### src/rtl/synchronizer_nff_filt.sv
// synchronizer_nff_filt: multi-channel N-flop level synchronizer.
// Each channel has an N-stage sync chain, an optional stability filter and
// single-cycle rise/fall event outputs.
// Optional feature macro: SYNC_EDGE_CNT_EN adds saturating per-channel
// rising-edge counters (cnt_clr_i, rise_cnt_o).
// Only single-bit levels or Gray-coded buses may pass through; channels
// carry no mutual coherency guarantee.
module synchronizer_nff_filt #(
    parameter int unsigned          CHANNELS      = 4,
    parameter int unsigned          STAGES        = 2,
    parameter int unsigned          FILTER_CYCLES = 0,
    parameter logic [CHANNELS-1:0]  RESET_VALUE   = '0,
    parameter int unsigned          CNT_WIDTH     = 8
) (
    input  logic                          clk_i,
    input  logic                          rst_i,
    input  logic [CHANNELS-1:0]           async_i,
    output logic [CHANNELS-1:0]           sync_o,
    output logic [CHANNELS-1:0]           rise_o,
    output logic [CHANNELS-1:0]           fall_o
`ifdef SYNC_EDGE_CNT_EN
    ,
    input  logic                          cnt_clr_i,
    output logic [CHANNELS*CNT_WIDTH-1:0] rise_cnt_o
`endif
);

    if (STAGES < 2) begin : g_stages_chk
        $error("synchronizer_nff_filt: STAGES must be >= 2");
    end
    if (CHANNELS < 1) begin : g_chan_chk
        $error("synchronizer_nff_filt: CHANNELS must be >= 1");
    end
    if (CNT_WIDTH < 1) begin : g_cntw_chk
        $error("synchronizer_nff_filt: CNT_WIDTH must be >= 1");
    end

    logic [CHANNELS-1:0] chain_q [STAGES];
    logic [CHANNELS-1:0] raw;
    logic [CHANNELS-1:0] hist_q;

    // Sync chain: stage 0 samples the asynchronous inputs, later stages shift.
    always_ff @(posedge clk_i) begin
        if (rst_i) begin
            for (int unsigned k = 0; k < STAGES; k++) begin
                chain_q[k] <= RESET_VALUE;
            end
        end else begin
            chain_q[0] <= async_i;
            for (int unsigned k = 1; k < STAGES; k++) begin
                chain_q[k] <= chain_q[k-1];
            end
        end
    end

    assign raw = chain_q[STAGES-1];

    if (FILTER_CYCLES == 0) begin : g_bypass
        assign sync_o = raw;
    end else begin : g_filter
        localparam int unsigned     FCW   = $clog2(FILTER_CYCLES + 1);
        localparam logic [FCW-1:0]  FLAST = FCW'(FILTER_CYCLES - 1);

        logic [FCW-1:0]      fcnt_q [CHANNELS];
        logic [CHANNELS-1:0] filt_q;

        // Stability filter: output follows raw only after FILTER_CYCLES
        // consecutive cycles of disagreement; any return to the current
        // output level restarts the count.
        always_ff @(posedge clk_i) begin
            if (rst_i) begin
                filt_q <= RESET_VALUE;
                for (int unsigned c = 0; c < CHANNELS; c++) begin
                    fcnt_q[c] <= '0;
                end
            end else begin
                for (int unsigned c = 0; c < CHANNELS; c++) begin
                    if (raw[c] == filt_q[c]) begin
                        fcnt_q[c] <= '0;
                    end else if (fcnt_q[c] == FLAST) begin
                        filt_q[c] <= raw[c];
                        fcnt_q[c] <= '0;
                    end else begin
                        fcnt_q[c] <= fcnt_q[c] + 1'b1;
                    end
                end
            end
        end

        assign sync_o = filt_q;
    end

    // Edge history: previous cycle's sync_o, reset to the same value so
    // reset release never produces a spurious edge.
    always_ff @(posedge clk_i) begin
        if (rst_i) begin
            hist_q <= RESET_VALUE;
        end else begin
            hist_q <= sync_o;
        end
    end

    // Edge pulses; forced low while reset is held so the first cycle of
    // reset cannot expose pre-reset register contents.
    always_comb begin
        rise_o = sync_o & ~hist_q & {CHANNELS{~rst_i}};
        fall_o = ~sync_o & hist_q & {CHANNELS{~rst_i}};
    end

`ifdef SYNC_EDGE_CNT_EN
    logic [CNT_WIDTH-1:0] ecnt_q [CHANNELS];

    // Saturating rising-edge counters; clear wins over a coincident rise.
    always_ff @(posedge clk_i) begin
        if (rst_i || cnt_clr_i) begin
            for (int unsigned c = 0; c < CHANNELS; c++) begin
                ecnt_q[c] <= '0;
            end
        end else begin
            for (int unsigned c = 0; c < CHANNELS; c++) begin
                if (rise_o[c] && (ecnt_q[c] != '1)) begin
                    ecnt_q[c] <= ecnt_q[c] + 1'b1;
                end
            end
        end
    end

    // Pack the per-channel counters onto the flat output bus.
    always_comb begin
        rise_cnt_o = '0;
        for (int unsigned c = 0; c < CHANNELS; c++) begin
            rise_cnt_o[c*CNT_WIDTH +: CNT_WIDTH] = ecnt_q[c];
        end
    end
`endif

endmodule

### config.mk
export PLATFORM = sky130hd
export DESIGN_NAME = synchronizer_nff_filt
export DESIGN_NICKNAME = d
export VERILOG_FILES = /design/src/rtl/synchronizer_nff_filt.sv
export SDC_FILE = /design/constraint.sdc
export NUM_CORES = 1
export LEC_CHECK = 0
export ABC_AREA = 1
export ABC_CLOCK_PERIOD_IN_PS = 800
export CAP_MARGIN = 10
export CORE_AREA = 2 2 39 41
export CTS_BUF_LIST = sky130_fd_sc_hd__clkbuf_8
export CTS_CLUSTER_DIAMETER = 150
export DETAILED_ROUTE_END_ITERATION = 10
export DIE_AREA = 0 0 41 43
export PLACE_DENSITY = 0.66
export SYNTH_ARGS = -nofsm -noshare
export SYNTH_HDL_FRONTEND = slang
export SYNTH_SLANG_ARGS = --single-unit
### constraint.sdc
create_clock -name clk_i -period 0.8 [get_ports clk_i]
set_input_delay 0.16 -clock clk_i [delete_from_list [all_inputs] [get_ports clk_i]]
set_output_delay 0.16 -clock clk_i [all_outputs]
set_load 0.01 [all_outputs]
==> flow_summary.ini <==
[logic_synthesis]
synth_compound_area_frac = 0
muxShareOfSynthArea = 0
synth-xor-area-share = 0
synth_fa_ha_area_frac = 0
syn_avg_cell_area_um2 = 7.573
ys_types = 7
ys_warn_count = 0
synth_nets = 63
ys_seq_area_frac = 0.5565
netlist_instances = 57
synthesis.area_um2 = 431.7
ys_ff_latch = 12
synth_top_family_by_area = buffers and inverters
synthSimpleGateAreaFrac = 0.2087

[finish]
area_growth_pct = 61.16
fillerInstances = 128
multi_input_area_um2 = 100.1
diodes = 0
final_cell_mix = nor2_1, inv_1, buf_2
seqCellArea_um2 = 246.5
fin_util = 0.5027
drive_gt1_frac = 0.4390
stdcell_area_um2 = 695.7
nNetsFinal = 89
final_common_cell = nor2_1

[cts]
clock-root-buffer = clkbuf_8
cts_hold_buf = 0
cts_tree = yes
clk_pin_slew_worst_paths_ps = 50
clockBufferDepth = 2
clk_latency_ps = 230
cts.htree.levels = 1
cts_inserted_buffers = 3
cts.sink_count = 12

[setup_path]
cp_max_fo = 3
cp.arrival_ps = 920
setup.worst_path.start_class = flip-flop
crit_type = reg2out
endpoint_kind = output pin
worstPathRequired_ps = 640

[routing]
drt-initial-drc-count = 1
drcViolationCount = 0
wl_per_cell_um = 7.531
firstDrtPassIters = 3
vias = 376
detail-route-antenna-nets = 0
drt-total-wl_um = 738
drt-vias-per-instance = 3.837

[floorplan]
start_util = 0.3119
dieArea_um2 = 1763
die_x_um = 41
num_rows = 14
core_um2 = 1384
die_y_um = 43
boundaryPins = 18

[pwr]
powerDensity_nw_per_um2 = 2007
power_leakage_nw = 0.3869
netSwitchingFraction = 0.1898
p_sw_mw = 0.2649
combPwrFrac = 0.089
power_frac_seq = 0.457
peakVddDrop_v = 0.001239
pwr-share-clk = 0.454
p_int_mw = 1.131

[grt]
grt_use_met1 = 0.1130
grt_max_degree = 8
grt_pass1_wl_um = 1207
use_met2 = 0.1563
groute.layer.met3.usage = 0.06283
grt_antenna_before_repair = 0
first_global_vias = 318
grt-busiest-layer = met2
grt_usage = 0.1065
grt_overflow = 0

[sta]
post-route-worst-setup-slack_ps = -283.2
period_share = 1.354
finalHoldWorstSlack_ps = 365.4
tns_ps = -2121
max_freq_mhz = 923.2
period_needed_ps = 1083
grt_setup_unrepaired = true
finalSetupViolCount = 13
maxSlewViolCount = 0
tightest_slew_ps = 124.2
hold_violations = 0
finalClockSkew_ps = 2.839
slew_headroom = 0.9169

[run_status]
outcome = finished with violations
violations = setup timing

[worst_hold_path]
hold_class = in2reg

[placement]
io_buffers = 17
place_ws_ps = -805.0
gp_congestion = 0.5978
hpwl_um = 513.7
place_area_um2 = 603.1

[run]
max_cap_viol_count = 0
registers in the layout (all words and copies together) (netlist names):
register,count
chain_q,8
hist_q,4
cells in the mapped netlist:
cell     count  area [um2]
buf_6        1       11.26
nand2_1      8       30.03
buf_4        4       30.03
nor2_1      16       60.06
inv_1       15       56.30
inv_2        1       3.750
dfxtp_1     12       240.2
final cells by class:
| class | count | share of cell area |
|---|---|---|
| multi-input combinational | 24 | 0.1439 |
| timing repair buffer | 26 | 0.3076 |
| sequential | 12 | 0.3543 |
| inverter | 16 | 0.08633 |
| clock buffer | 4 | 0.07914 |
| tap | 16 | 0.02878 |
critical path: stages, from the launching register on:
cell and delay [ps]:
dfxtp_2 330, inv_1 50, nand2_1 50, nor2_1 120
buf_2 150
metal layers:
layer  up-vias  part of all wire
li1        200                 -
met1       166              0.40
met2        10              0.52
met3         0             0.081
met4         0                 0
met5         -                 0
cells by family after synthesis:
kind of cell / count (synthesis)
buf+inv: 21
flops: 12
simple gates: 24
stage by stage:
| stage | std cells | total power, mW |
|---|---|---|
| global route | 98 | 1.474 |
| finish | 98 | 1.396 |
| detailed placement | 88 | 0.7606 |
| CTS | 97 | 1.408 |
| global placement | 88 | 0.7575 |
| floorplan | 57 | 0.7018 |
worst paths after layout:
path                                                 end  slack, ps  cells after the start                     start
worst max-delay path                           fall_o[0]       -280                      4  chain_q[0][4]$_SDFF_PP0_
worst min-delay path            chain_q[0][5]$_SDFF_PP0_        370                      3                     rst_i
worst max register to register      hist_q[0]$_SDFF_PP0_       -110                      6  chain_q[0][4]$_SDFF_PP0_
worst min register to register  chain_q[0][6]$_SDFF_PP0_        390                      2  chain_q[0][2]$_SDFF_PP0_
power groups by stage:
stage | registers (mW) | logic [mW] | clock network, mW
after floorplan | 0.644 | 0.0582 | 0
after global placement | 0.645 | 0.112 | 0
after detailed placement | 0.646 | 0.115 | 0
after CTS | 0.635 | 0.113 | 0.660
after global routing | 0.640 | 0.137 | 0.697
final | 0.638 | 0.124 | 0.634
repair_timing:
item                                    in CTS  in global routing
setup buffers                                5                  4
gates resized for setup                     55                 12
pin swaps                                    2                  5
hold endpoints to repair                     0                  0
endpoints found under the setup margin      13                 13
(Power assumes the default switching activity.)
